--- src/rtl/mod_load_counter_if.sv ---
// Counter-side bundle: parallel load value and controls towards the counter,
// count, terminal count, carry pulse and overflow flag back from it.
interface mod_load_counter_if #(
  parameter int WIDTH = 4
);

  logic [WIDTH-1:0] P;
  logic             Load;
  logic             Enable;
  logic             Up;
  logic             OvfClr;
  logic [WIDTH-1:0] Q;
  logic             TC;
  logic             CO;
  logic             Ovf;

  // Stimulus side: drives the controls, observes the count
  modport master (
    output P, Load, Enable, Up, OvfClr,
    input  Q, TC, CO, Ovf
  );

  // Counter side
  modport slave (
    input  P, Load, Enable, Up, OvfClr,
    output Q, TC, CO, Ovf
  );

endinterface

--- src/rtl/mod_load_counter.sv ---
// Loadable up/down modulo-MODULUS counter with combinational terminal count,
// registered one-cycle carry/borrow pulse and sticky overflow flag.
// Optional feature: define MOD_LOAD_COUNTER_SATURATE_EN to hold the count at
// the end of its range instead of wrapping (overflow flag still set, no CO).
module mod_load_counter #(
  parameter int WIDTH   = 4,
  parameter int MODULUS = 16
) (
  input  logic                  CLK,
  input  logic                  MR,
  mod_load_counter_if.slave     bus
);

  // Reject a modulus that cannot be represented or is meaningless
  if (MODULUS < 2 || MODULUS > (1 << WIDTH)) begin : g_bad_modulus
    $fatal(1, "mod_load_counter: MODULUS %0d outside 2..2**WIDTH", MODULUS);
  end

  localparam logic [WIDTH-1:0] Q_MAX = WIDTH'(MODULUS - 1);

  typedef enum logic [1:0] {
    OP_HOLD,
    OP_LOAD,
    OP_COUNT
  } op_e;

  op_e              op;
  logic             at_end;
  logic [WIDTH-1:0] load_val;

  logic [WIDTH-1:0] q_q,   q_d;
  logic             co_q,  co_d;
  logic             ovf_q, ovf_d;

  // Decode operation priority (load over count over hold) and range end
  always_comb begin
    op = OP_HOLD;
    if (bus.Load) begin
      op = OP_LOAD;
    end else if (bus.Enable) begin
      op = OP_COUNT;
    end
    at_end   = bus.Up ? (q_q == Q_MAX) : (q_q == '0);
    load_val = (bus.P > Q_MAX) ? Q_MAX : bus.P;
  end

  // Next count, carry pulse and overflow flag; a wrap sets Ovf even when
  // OvfClr is asserted in the same cycle, so the set is applied last
  always_comb begin
    q_d   = q_q;
    co_d  = 1'b0;
    ovf_d = bus.OvfClr ? 1'b0 : ovf_q;
    case (op)
      OP_LOAD: begin
        q_d = load_val;
      end
      OP_COUNT: begin
        if (at_end) begin
          ovf_d = 1'b1;
`ifndef MOD_LOAD_COUNTER_SATURATE_EN
          q_d  = bus.Up ? '0 : Q_MAX;
          co_d = 1'b1;
`endif
        end else begin
          q_d = bus.Up ? (q_q + WIDTH'(1)) : (q_q - WIDTH'(1));
        end
      end
      default: begin
      end
    endcase
  end

  // State registers with asynchronous master reset
  always_ff @(posedge CLK or posedge MR) begin
    if (MR) begin
      q_q   <= '0;
      co_q  <= 1'b0;
      ovf_q <= 1'b0;
    end else begin
      q_q   <= q_d;
      co_q  <= co_d;
      ovf_q <= ovf_d;
    end
  end

  assign bus.Q   = q_q;
  assign bus.CO  = co_q;
  assign bus.Ovf = ovf_q;
  assign bus.TC  = (op == OP_COUNT) && at_end;

  // Control inputs must be known whenever the counter is out of reset
  a_ctrl_known: assert property (@(posedge CLK) disable iff (MR)
    !$isunknown({bus.Load, bus.Enable}));

endmodule

--- src/flat_wrapper.sv ---
// flat-port wrapper written by rule: the top's interface ports become plain ports
module mod_load_counter_flat 
#(
  parameter int WIDTH   = 4,
  parameter int MODULUS = 16
)
  (CLK, MR, bus_P, bus_Load, bus_Enable, bus_Up, bus_OvfClr, bus_Q, bus_TC, bus_CO, bus_Ovf);
  mod_load_counter_if #(.WIDTH(WIDTH)) bus_i ();
  input  logic CLK;
  input  logic MR;
  input wire logic [$bits(bus_i.P)-1:0] bus_P;
  input wire logic [$bits(bus_i.Load)-1:0] bus_Load;
  input wire logic [$bits(bus_i.Enable)-1:0] bus_Enable;
  input wire logic [$bits(bus_i.Up)-1:0] bus_Up;
  input wire logic [$bits(bus_i.OvfClr)-1:0] bus_OvfClr;
  output wire logic [$bits(bus_i.Q)-1:0] bus_Q;
  output wire logic [$bits(bus_i.TC)-1:0] bus_TC;
  output wire logic [$bits(bus_i.CO)-1:0] bus_CO;
  output wire logic [$bits(bus_i.Ovf)-1:0] bus_Ovf;
  assign bus_i.P = bus_P;
  assign bus_i.Load = bus_Load;
  assign bus_i.Enable = bus_Enable;
  assign bus_i.Up = bus_Up;
  assign bus_i.OvfClr = bus_OvfClr;
  assign bus_Q = bus_i.Q;
  assign bus_TC = bus_i.TC;
  assign bus_CO = bus_i.CO;
  assign bus_Ovf = bus_i.Ovf;
  mod_load_counter #(.WIDTH(WIDTH), .MODULUS(MODULUS)) u_core (.CLK(CLK), .MR(MR), .bus(bus_i));
endmodule
--- config.mk ---
export PLATFORM = sky130hd
export DESIGN_NAME = mod_load_counter_flat
export DESIGN_NICKNAME = d
export VERILOG_FILES = /design/src/rtl/mod_load_counter_if.sv /design/src/rtl/mod_load_counter.sv /design/src/flat_wrapper.sv
export SDC_FILE = /design/constraint.sdc
export NUM_CORES = 1
export LEC_CHECK = 0
export BUFFER_PORTS_ARGS = -buffer_cell sky130_fd_sc_hd__buf_2
export CORE_AREA = 3 3 40 42
export CTS_BUF_LIST = sky130_fd_sc_hd__clkbuf_16
export CTS_CLUSTER_SIZE = 28
export DETAILED_ROUTE_END_ITERATION = 8
export DIE_AREA = 0 0 43 45
export SYNTH_ARGS = -nofsm -noshare
export SYNTH_HDL_FRONTEND = slang
export SYNTH_SLANG_ARGS = --single-unit
--- constraint.sdc ---
create_clock -name CLK -period 2 [get_ports CLK]
set_clock_uncertainty 0.15 [all_clocks]
set_input_delay 0.3 -clock CLK [delete_from_list [all_inputs] [get_ports CLK]]
set_output_delay 0.3 -clock CLK [all_outputs]
set_load 0.02 [all_outputs]
==> results.txt, run 1 <==
- Fillers: 124
* Combinational Power Share: 0.224
* Cell area after placement: 512 sq um
- Ranked by total cell area, the synthesized netlist is headed by sky130_fd_sc_hd__dfrtp_1 36%, sky130_fd_sc_hd__xnor2_1 6.2%, sky130_fd_sc_hd__ha_1 5.9%.
* Largest net degree at the start of global routing: 11
* Initial core utilization: 0.329
- Final instance area: 603 sq um
- Total inserted antenna cells: 0
- Distinct cell type count of the synthesized netlist: 23
- Root Driver: sky130_fd_sc_hd__clkbuf_16
* Type of destination of the critical path: primary output
* TritonCTS clock tree: yes
* Core area: about 1300 sq um
- STA puts the critical path data required time at 1550 ps.
* Clock insertion delay at the later pin of the skew report: 230 ps
- Total power for the finished layout comes to 0.624 mW.
- After floorplanning, the core was divided into 13 placement rows.
- Power density relative to cell area: 1030 nW/um^2
* Final hold violation count: 0
- The share of synthesized area in the top cell type comes to 0.355.
* Total number of vias: 372
* Arr. time, crit path: 1420 ps
- Input and output buffers added on the ports amount to 16.
- Hold timing on the final database bottoms out at a slack of 130 ps.
- DIE HEIGHT: 45 um
- Die outline area: a little under 2000 sq um
- The worst hold path was traced through 3 stages.
- Pin placement for this block handled 17 I/O pins.
- The number of nets handed over by synthesis was 58.
- Number of synthesized register bits: 6
- Fin. max-slew vios: 0
- Of all nets on the critical path, the largest fanout is 5.
- Maximum buffer depth of the clock tree: 2
- The commonest cells after synthesis are 6 x sky130_fd_sc_hd__dfrtp_1, 6 x sky130_fd_sc_hd__nor2_1, 5 x sky130_fd_sc_hd__inv_1.
- EDFF count, synth: 0
* RSZ-0062 raised after global routing: no
- Setup violations remaining at the end of the flow were counted as 0.
- In this run the power spent charging and discharging nets is 0.166 mW.
- Commonest register cell after synthesis: sky130_fd_sc_hd__dfrtp_1
* Post-layout nets: 78
- Type of the worst setup path: register to primary output
- CTS built an H-tree with a depth of 1.
- For this run, the top clock speed supported by timing is 0.535 GHz.
- Across the VDD grid, the largest voltage drop is between 0.3 and 0.4 mV.
* Internal Power: between 0.4 and 0.5 mW
* Number of antenna violations at the first check in global routing: 0
- During synthesis, Yosys emitted a total of 0 warnings.
- Logic depth of the worst register-to-register path: 5
* Rel. slew slack: 0.825
- Global route total overflow: 0
- Of the total power, registers draw 0.253.
* Cell Count, Final, Fillers Out: between 70 and 80
* Sw frac: 0.266
- Proportion of synthesized chip area in sequential cells: 0.355
- Fin Setup TNS: 0 ps
* Final Cycle Share: 0.934
* Detailed-route vias per instance: 4.77
* Share of cells above drive strength 1: 0.397
- Global-route wire length before repair: 1550 um
- Routed wirelength normalized by instance count: 12.6 um
* Drt pass-1 iters: 2
- Detailed placement ended at an HPWL of 746 um.
- Cell count after synthesis: 45
* Number of violations of the max-capacitance limit: 0
* Result of the run: finished, final reports clean
* Vias in the first global route: 343
- Area grow syn2layout: 42.6%
* Die width: 43 um
* Drt drc: 0
- Clock slew at the register clock pins of the worst setup and hold paths: 30 ps
* CTS sink cnt: 6
* Total CTS buffers: 3
- The cell area that synthesis handed to floorplanning was 423 sq um.
- Number of nets with antenna violations after routing: 0
- Drt initial violations: 1
* Classification of the worst-slack hold path: input pin to register
- Of the total power, the clock network draws 0.523.
* Transition at the pin with the smallest max-transition slack: 262 ps
- Number of buffers inserted to repair setup after CTS: 0
- The worst path in the final design needs a cycle of 1870 ps, including I/O delays and setup.
- The worst setup path is launched from a register.
- GRT Resource Usage Total: 0.117
* Syn Area/Cell: about 9.4 sq um
- Summed over all cells, the static leakage comes to ~0.31 nW.
- Final routed wirelength across all metal layers: 984 um
- Asr flop ratio synth: 1.00
- Routability-driven placement finished with a final weighted congestion of 0.718.
* Placed Instances: 74
* Cell type contributing the most total cell area after synthesis: sky130_fd_sc_hd__dfrtp_1
[power by group through the flow]
stage	Sequential, mW	Combinational, mW	Clock [mW]
floorplan	0.170	0.0863	0
global placement	0.159	0.136	0
detailed placement	0.159	0.138	0
CTS	0.157	0.140	0.330
global route	0.162	0.154	0.337
finish	0.158	0.140	0.326
[path summary, 6_finish.rpt]
kind	from	slack, ps	to
max in group asynchronous	MR	1080	u_core.bus.Q[0]
min reg2reg	u_core.bus.Ovf	320	u_core.bus.Ovf
min	bus_P[0]	130	u_core.bus.Q[0]
max	u_core.bus.Q[2]	130	bus_TC
min in group asynchronous	MR	390	u_core.bus.Q[2]
max reg2reg	u_core.bus.Q[1]	330	u_core.bus.Q[3]
[critical path: stages (launching register included)]
cell and delay (ps):
sky130_fd_sc_hd__dfrtp_1 430, sky130_fd_sc_hd__nor3_2 240, sky130_fd_sc_hd__and2_1 190, sky130_fd_sc_hd__o21a_1 160
sky130_fd_sc_hd__buf_2 170
[final cells by class]
type	count	area (sq um)	share of cell area
multi-input combinational	32	249	0.413
clock buffer	3	75.1	0.124
timing repair buffer	17	90.1	0.149
inverter	5	18.8	0.0311
tap	15	18.8	0.0311
sequential	6	151	0.251
[through the flow]
step | util | worst slack [ps]
2_1_floorplan | - | 363
3_3_place_gp | 0.398 | 299
3_5_place_dp | 0.398 | 277
4_1_cts | 0.464 | 33.0
5_1_grt | 0.469 | 41.5
6_report | 0.469 | 133
[cell usage in the layout, fill, tap and decap left out, types with 2 or more instances in the layout]
cell,count
sky130_fd_sc_hd__buf_2,16
sky130_fd_sc_hd__nor2_1,6
sky130_fd_sc_hd__inv_1,5
sky130_fd_sc_hd__dfrtp_1,5
sky130_fd_sc_hd__nand2_1,3
sky130_fd_sc_hd__xnor2_1,3
sky130_fd_sc_hd__clkbuf_16,3
sky130_fd_sc_hd__o211ai_1,2
sky130_fd_sc_hd__a22o_1,2
sky130_fd_sc_hd__a21o_1,2
sky130_fd_sc_hd__ha_1,2
[cells by family after synthesis]
family,Yosys count,share of synthesized area
buf+inv,7,0.0680
compound gates,11,0.237
flops,6,0.355
simple gates,14,0.151
fa+ha+maj,3,0.107
xor+xnor,4,0.0829
[flip-flops by register name, summed over array words and instances, names as in the netlist]
name	flops
u_core.bus.Q	4
u_core.bus.CO	1
u_core.bus.Ovf	1
[metal layers]
metal	wire length [um]	share of wire	track usage
met3	59	0.060	0.0398
met1	454	0.46	0.138
met2	442	0.45	0.174
met4	27	0.027	0.0904
met5	0	0	0
[repair_timing]
action	CTS	global route
hold endpoints to repair	6	0
hold buffers	1	0
gates resized for setup	0	2
endpoints found under the setup margin	0	1
(Power assumes the default switching activity.)
==> run 2: changes to the inputs <==
Clock period 2 ns to 2.04 ns, I/O delays scaled along.
==> run 2 against run 1 <==
Critical path depth unchanged. Final cell count unchanged. Utilization shrank 0.097 points. Setup slack better by 1.5 ps. Routed wire length is 5.8% lower. Critical endpoint unchanged.
==> results.txt, run 2 (synthesized netlist as in run 1, its figures left out) <==
- I/O Buffers: 16
* Fraction of power consumed by sequential logic: 0.257
- The area growth from synthesis to layout is 42.3%.
* Rel. slew slack: 0.810
- Across the run, the number of max-cap violations was 0.
* CTS sink cnt: 6
- Clock share of power: 0.518
* Number of buffer and inverter instances along the worst setup path: 1
- Number of setup violations in the final report: 0
* Routed wirelength normalized by instance count: between 10 and 15 um
* Post-layout nets: roughly 80
- Clock slew at the register clock pins of the worst setup and hold paths: 30 ps
- GRT Resource Usage Total: 0.108
- Total inserted antenna cells: 0
* Drt drc: 0
- Entering global routing, the biggest net connects 11 pins.
- In this run the number of H-tree levels came out at 1.
* Placed Instances: 74
- After global routing the overflow that remains totals 0.
- During I/O placement, the number of pins put on the boundary was 17.
* Clock insertion delay at the later pin of the skew report: about 220 ps
* Setup slack at placement: 321 ps
- Maximum vdd drop: 0.459 mV
* Final routed wirelength across all metal layers: 927 um
- Post-layout minimum cycle time: 1910 ps
- After floorplanning, the core was divided into 13 placement rows.
* Fillers: between 100 and 150
- Cell area after placement: 512 sq um
* Fin. max-slew vios: 0
- Type of destination of the critical path: primary output
- Dividing the final minimum period by the clock period gives 0.934.
- For the worst setup path, the data required time is 1580 ps.
* Die outline area: 1940 sq um
* Largest register FFs: 4
* Global-route wire length before repair: 1440 um
- TritonCTS built the clock tree.
* Maximum buffer depth of the clock tree: 2
- Drt pass-1 iters: 2
- At the end of routability-driven placement, the weighted congestion stood at 0.758.
- Among cell families on the critical path, the largest total delay comes from flip-flops.
- Result of the run: finished, final reports clean
* Transition at the pin with the smallest max-transition slack: between 200 and 300 ps
- Least setup slack across all paths after layout: 134 ps
- Largest stage delay, worst path: 470 ps
- The cell sitting at the root of the clock tree is a sky130_fd_sc_hd__clkbuf_16.
* Fmax: 0.525 GHz
* Crit path launch type: register
* Initial core utilization: 0.329
- Storage element area: 150 sq um
- Type of the worst setup path: register to primary output
- Counting the buffers created by CTS gives 3.
* Die width: 43 um
* Final hold violation count: 0
- Leakage: 0.314 nW
- Crit Path Max Fanout: 6
- Final core utilization: 0.468
- Switching power: 0.154 mW
- Setup repair after global routing left no endpoint under its margin.
- The core region is 1280 sq um.
- The count of nets left with antenna violations once routing finished came out at 0.
- Chain of cells forming the critical path: nor3_2 -> and2_1 -> o21a_1 -> buf_2
* Footprint of the multi-input gates: between 200 and 250 sq um
- On the critical path, the stage with the largest delay is an instance of sky130_fd_sc_hd__dfrtp_1.
- Share of cells above drive strength 1: 0.381
* Cell Count, Final, Fillers Out: 78
- The floorplan step set the die height to 45 um.
- The number of antenna violations at the first check in global routing is 0.
- Vias in the first global route: between 300 and 400
* Arr. time, crit path: between 1000 and 1500 ps
* Total number of vias: 369
* Combinational Power Share: 0.225
- The tightest min-delay check is of the input pin to register type.
- Of the total power, the share spent switching nets is 0.256.
- In the layout the commonest cells are 16 x sky130_fd_sc_hd__buf_2, 6 x sky130_fd_sc_hd__nor2_1, 6 x sky130_fd_sc_hd__dfrtp_1.
* Internal Power: 0.448 mW
- The HPWL after detailed placement is 710 um.
- Leaving out fill and tap cells, the most frequent cell in the layout is sky130_fd_sc_hd__buf_2.
* Detailed-route vias per instance: 4.73
- Fin Setup TNS: 0 ps
- Drt initial violations: 5
- Final instance area: 602 sq um
* Power density relative to cell area: 1000 nW/um^2
-- run 2: what timing repair did --
item	in CTS	in global routing
hold buffers	1	0
hold endpoints to repair	6	0
resized for setup	0	1
endpoints found under the setup margin	0	1
setup buffers	0	0
-- run 2: routing by layer --
metal  track usage  wire, um  up-vias
met2         0.156       402       12
met4        0.0542        16        0
met3        0.0598        64        2
li1              -         -      188
met5             0         0        -
met1         0.130       444      167
-- run 2: through the flow --
step / total power, mW / hold WS (ps)
2_1_floorplan: 0.252 / -53.0
3_3_place_gp: 0.290 / 78.6
3_5_place_dp: 0.290 / 79.9
4_1_cts: 0.607 / 144
5_1_grt: 0.631 / 175
6_report: 0.602 / 146
-- run 2: area by class of cell --
cell class              count  share of cell area
well taps                  15              0.0312
repair buffers             17               0.150
clock buffers               3               0.125
multi-input cells          32               0.414
inverters                   5              0.0312
flip-flops and latches      6               0.249
-- run 2: final timing paths --
| kind | start | end | slack, ps | cells after the start |
|---|---|---|---|---|
| max | u_core.bus.Q[0] | bus_TC | 130 | 4 |
| min | bus_P[0] | u_core.bus.Q[0] | 150 | 3 |
| max reg2reg | u_core.bus.Q[1] | u_core.bus.Q[3] | 390 | 5 |
| min reg2reg | u_core.bus.Ovf | u_core.bus.Ovf | 320 | 1 |
| max in group asynchronous | MR | u_core.bus.Q[3] | 1160 | 3 |
| min in group asynchronous | MR | u_core.bus.Q[2] | 390 | 3 |
-- run 2: worst min-delay path: stages --
cell and delay, ps:
sky130_fd_sc_hd__buf_2 80, sky130_fd_sc_hd__nand2_1 40, sky130_fd_sc_hd__o21ai_0 60
-- run 2: power groups by stage --
stage          clock (mW)  sequential [mW]  combinational, mW
5_1_grt             0.322            0.159              0.150
6_report            0.311            0.155              0.135
2_1_floorplan           0            0.167             0.0846
3_3_place_gp            0            0.156              0.134
3_5_place_dp            0            0.156              0.135
4_1_cts             0.316            0.154              0.137
==> run 3: changes to the inputs <==
Settings changed: CELL_PAD_IN_SITES_DETAIL_PLACEMENT set to 0, CELL_PAD_IN_SITES_GLOBAL_PLACEMENT set to 1, CORE_AREA 3 3 40 42 to not set, CORE_MARGIN set to 3, CORE_UTILIZATION set to 32, DIE_AREA 0 0 43 45 to not set, PLACE_DENSITY_LB_ADDON set to 0.1.
==> run 3 against run 2 <==
Sequential share of layout area grew 0.052 points. Total power rose by 0.84%. Fmax rose by 1.6%. Critical path depth unchanged. Clock power hardly changed. Register-to-register slack about the same. Global-route usage rose by 1.1 points. Non-clock buffer count did not move. Final cell count shrank 1.3%. Sequential cell count unchanged.
==> results.txt, run 3 (synthesized netlist as in run 1, its figures left out) <==
* Fillers: 110
- Result of the run: finished, final reports clean
- Transition at the pin with the smallest max-transition slack: 278 ps
- Detailed routing inserted a total of 374 vias.
- The tree built by TritonCTS fans out to 6 sinks.
* Largest register FFs: 4
* DIE HEIGHT: 42.4 um
- GRT Resource Usage Total: 0.119
* Routed wirelength normalized by instance count: about 12 um
- Drt pass-1 iters: 2
* Clock slew at the register clock pins of the worst setup and hold paths: 30 ps
* TritonCTS clock tree: yes
- In this run the top signal layer used is met4.
- The initialized floorplan defines 12 standard-cell rows.
- The final layout contains routed wiring with a total length of approximately 960 um.
- Beginning of the worst register-to-register path: u_core.bus.Q[0]
* Initial core utilization: 0.361
- Core area: about 1200 sq um
* Largest net degree at the start of global routing: 11
- In the routed design, unresolved DRC markers number 0.
* Top library cells by usage in the layout, fill and taps aside: 16 x sky130_fd_sc_hd__buf_2, 6 x sky130_fd_sc_hd__nor2_1, 6 x sky130_fd_sc_hd__dfrtp_1
- Number of buffers inserted to repair setup after CTS: 0
- Fin Setup TNS: 0 ps
- Min Hold Slack: 134 ps
- Number of violations of the max-capacitance limit: 0
- Die width: 42.4 um
* End of the worst register-to-register path: u_core.bus.Q[2]
- Commonest non-fill, non-tap cell in the layout: sky130_fd_sc_hd__buf_2
- Number of H-tree levels: 1
* Drt initial violations: 5
- Final Cycle Share: 0.920
- Dividing the detail-routed via count by the number of cells gives 4.86.
- Logic depth of the worst register-to-register path: 4
- Count of pins on the block boundary: 17
* Leakage: 0.314 nW
- Setup repair after global routing left no endpoint under its margin.
- The number of global-route vias before repair came to 344.
* Number of nets with antenna violations after routing: 0
* Fmax: 0.533 GHz
* Detailed Place HPWL: 731 um
- Before CTS, the worst setup slack after placement is between 300 and 400 ps.
- Type of destination of the critical path: primary output
- Terminating pin of the worst hold path: u_core.bus.Q[0]
- Data on the critical path is required at its endpoint by between 1500 and 2000 ps.
- Total design power: 0.607 mW
- Total length of routed met2 wires: 429 um
- Total CTS buffers: 3
- Maximum vdd drop: 0.560 mV
* Rel. slew slack: 0.815
- Global route total overflow: 0
- Crit path launch type: register
- Classification of the worst-slack hold path: input pin to register
* Die outline area: 1790 sq um
- Final weighted congestion in routability-driven placement: 0.694
- Wire segments on met3 add up to 69 um in the final route.
- Buffers placed on the I/O ports in this run total 16.
- Total inserted antenna cells: 0
- The first global-routing pass estimated 1590 um of wire.
- Post-layout nets: 78
* Type of the worst setup path: register to primary output
- Root Driver: sky130_fd_sc_hd__clkbuf_16
- Subtracting the final worst setup slack from the clock period gives 1880 ps.
* Fin. max-slew vios: 0
- In this run the worst path has a maximum fanout of 6.
- The worst hold path begins at bus_P[0].
- Power density relative to cell area: 1010 nW/um^2
- Slack of the worst reg-to-reg path: 380 ps
* Number of setup violations in the final report: 0
* Clock insertion delay at the later pin of the skew report: 230 ps
* Least setup slack across all paths after layout: 163 ps
* Final hold violation count: 0
* Arr. time, crit path: 1420 ps
* Number of antenna violations at the first check in global routing: 0
- DRT met1 WL: 446 um
- Share of cells above drive strength 1: 0.381
- The worst hold path was traced through 3 stages.
- Area grow syn2layout: 42.0%
* Maximum buffer depth of the clock tree: 2
==> run 3: how the worst max path moves through the flow <==
stage | from | endpoint | slack, ps | cells past startpoint
after CTS | u_core.bus.Q[0] | bus_TC | 90 | 4
final | u_core.bus.Q[0] | bus_TC | 160 | 4
after global placement | u_core.bus.Q[0] | bus_TC | 330 | 4
after global routing | u_core.bus.Q[0] | bus_TC | 30 | 4
after floorplan | u_core.bus.Q[1] | u_core.bus.Q[3] | 400 | 5
after detailed placement | u_core.bus.Q[0] | bus_TC | 330 | 4
==> run 3: repair_timing <==
action / 4_1_cts / 5_1_grt
hold endpoints to repair: 6 / 0
gates resized for setup: 0 / 1
hold buffers: 1 / 0
endpoints found under the setup margin: 0 / 1
==> run 3: metal layers <==
metal / track usage / vias to the layer above
met5: 0 / -
met4: 0.0559 / 0
met3: 0.0300 / 2
met2: 0.185 / 14
met1: 0.151 / 170
li1: - / 188
==> run 3: critical path, cell delays in order (launching register included) <==
cell                      delay, ps
sky130_fd_sc_hd__dfrtp_1        460
sky130_fd_sc_hd__nor3_2         220
sky130_fd_sc_hd__and2_1         190
sky130_fd_sc_hd__o21a_1         150
sky130_fd_sc_hd__buf_2          170
==> run 3: per-stage QoR <==
| stage | cell area [sq um] | util | cells |
|---|---|---|---|
| finish | 601 | 0.513 | 77 |
| global route | 601 | 0.513 | 77 |
| CTS | 596 | 0.509 | 77 |
| detailed placement | 510 | 0.436 | 73 |
| global placement | 510 | 0.436 | 73 |
| floorplan | 423 | - | 45 |
==> run 3: final cells by class <==
type / instances / area (sq um) / share of cell area
clock buffers: 3 / 75.1 / 0.125
repair buffers: 17 / 90.1 / 0.150
multi-input cells: 32 / 249 / 0.415
well taps: 14 / 17.5 / 0.0292
flip-flops and latches: 6 / 150 / 0.250
inverters: 5 / 18.8 / 0.0313
==> run 3: power by group <==
| part | switching, mW | total [mW] | internal [mW] |
|---|---|---|---|
| Sequential | 0.0225 | 0.155 | 0.133 |
| Combinational | 0.0734 | 0.138 | 0.0643 |
| Clock | 0.0625 | 0.314 | 0.251 |
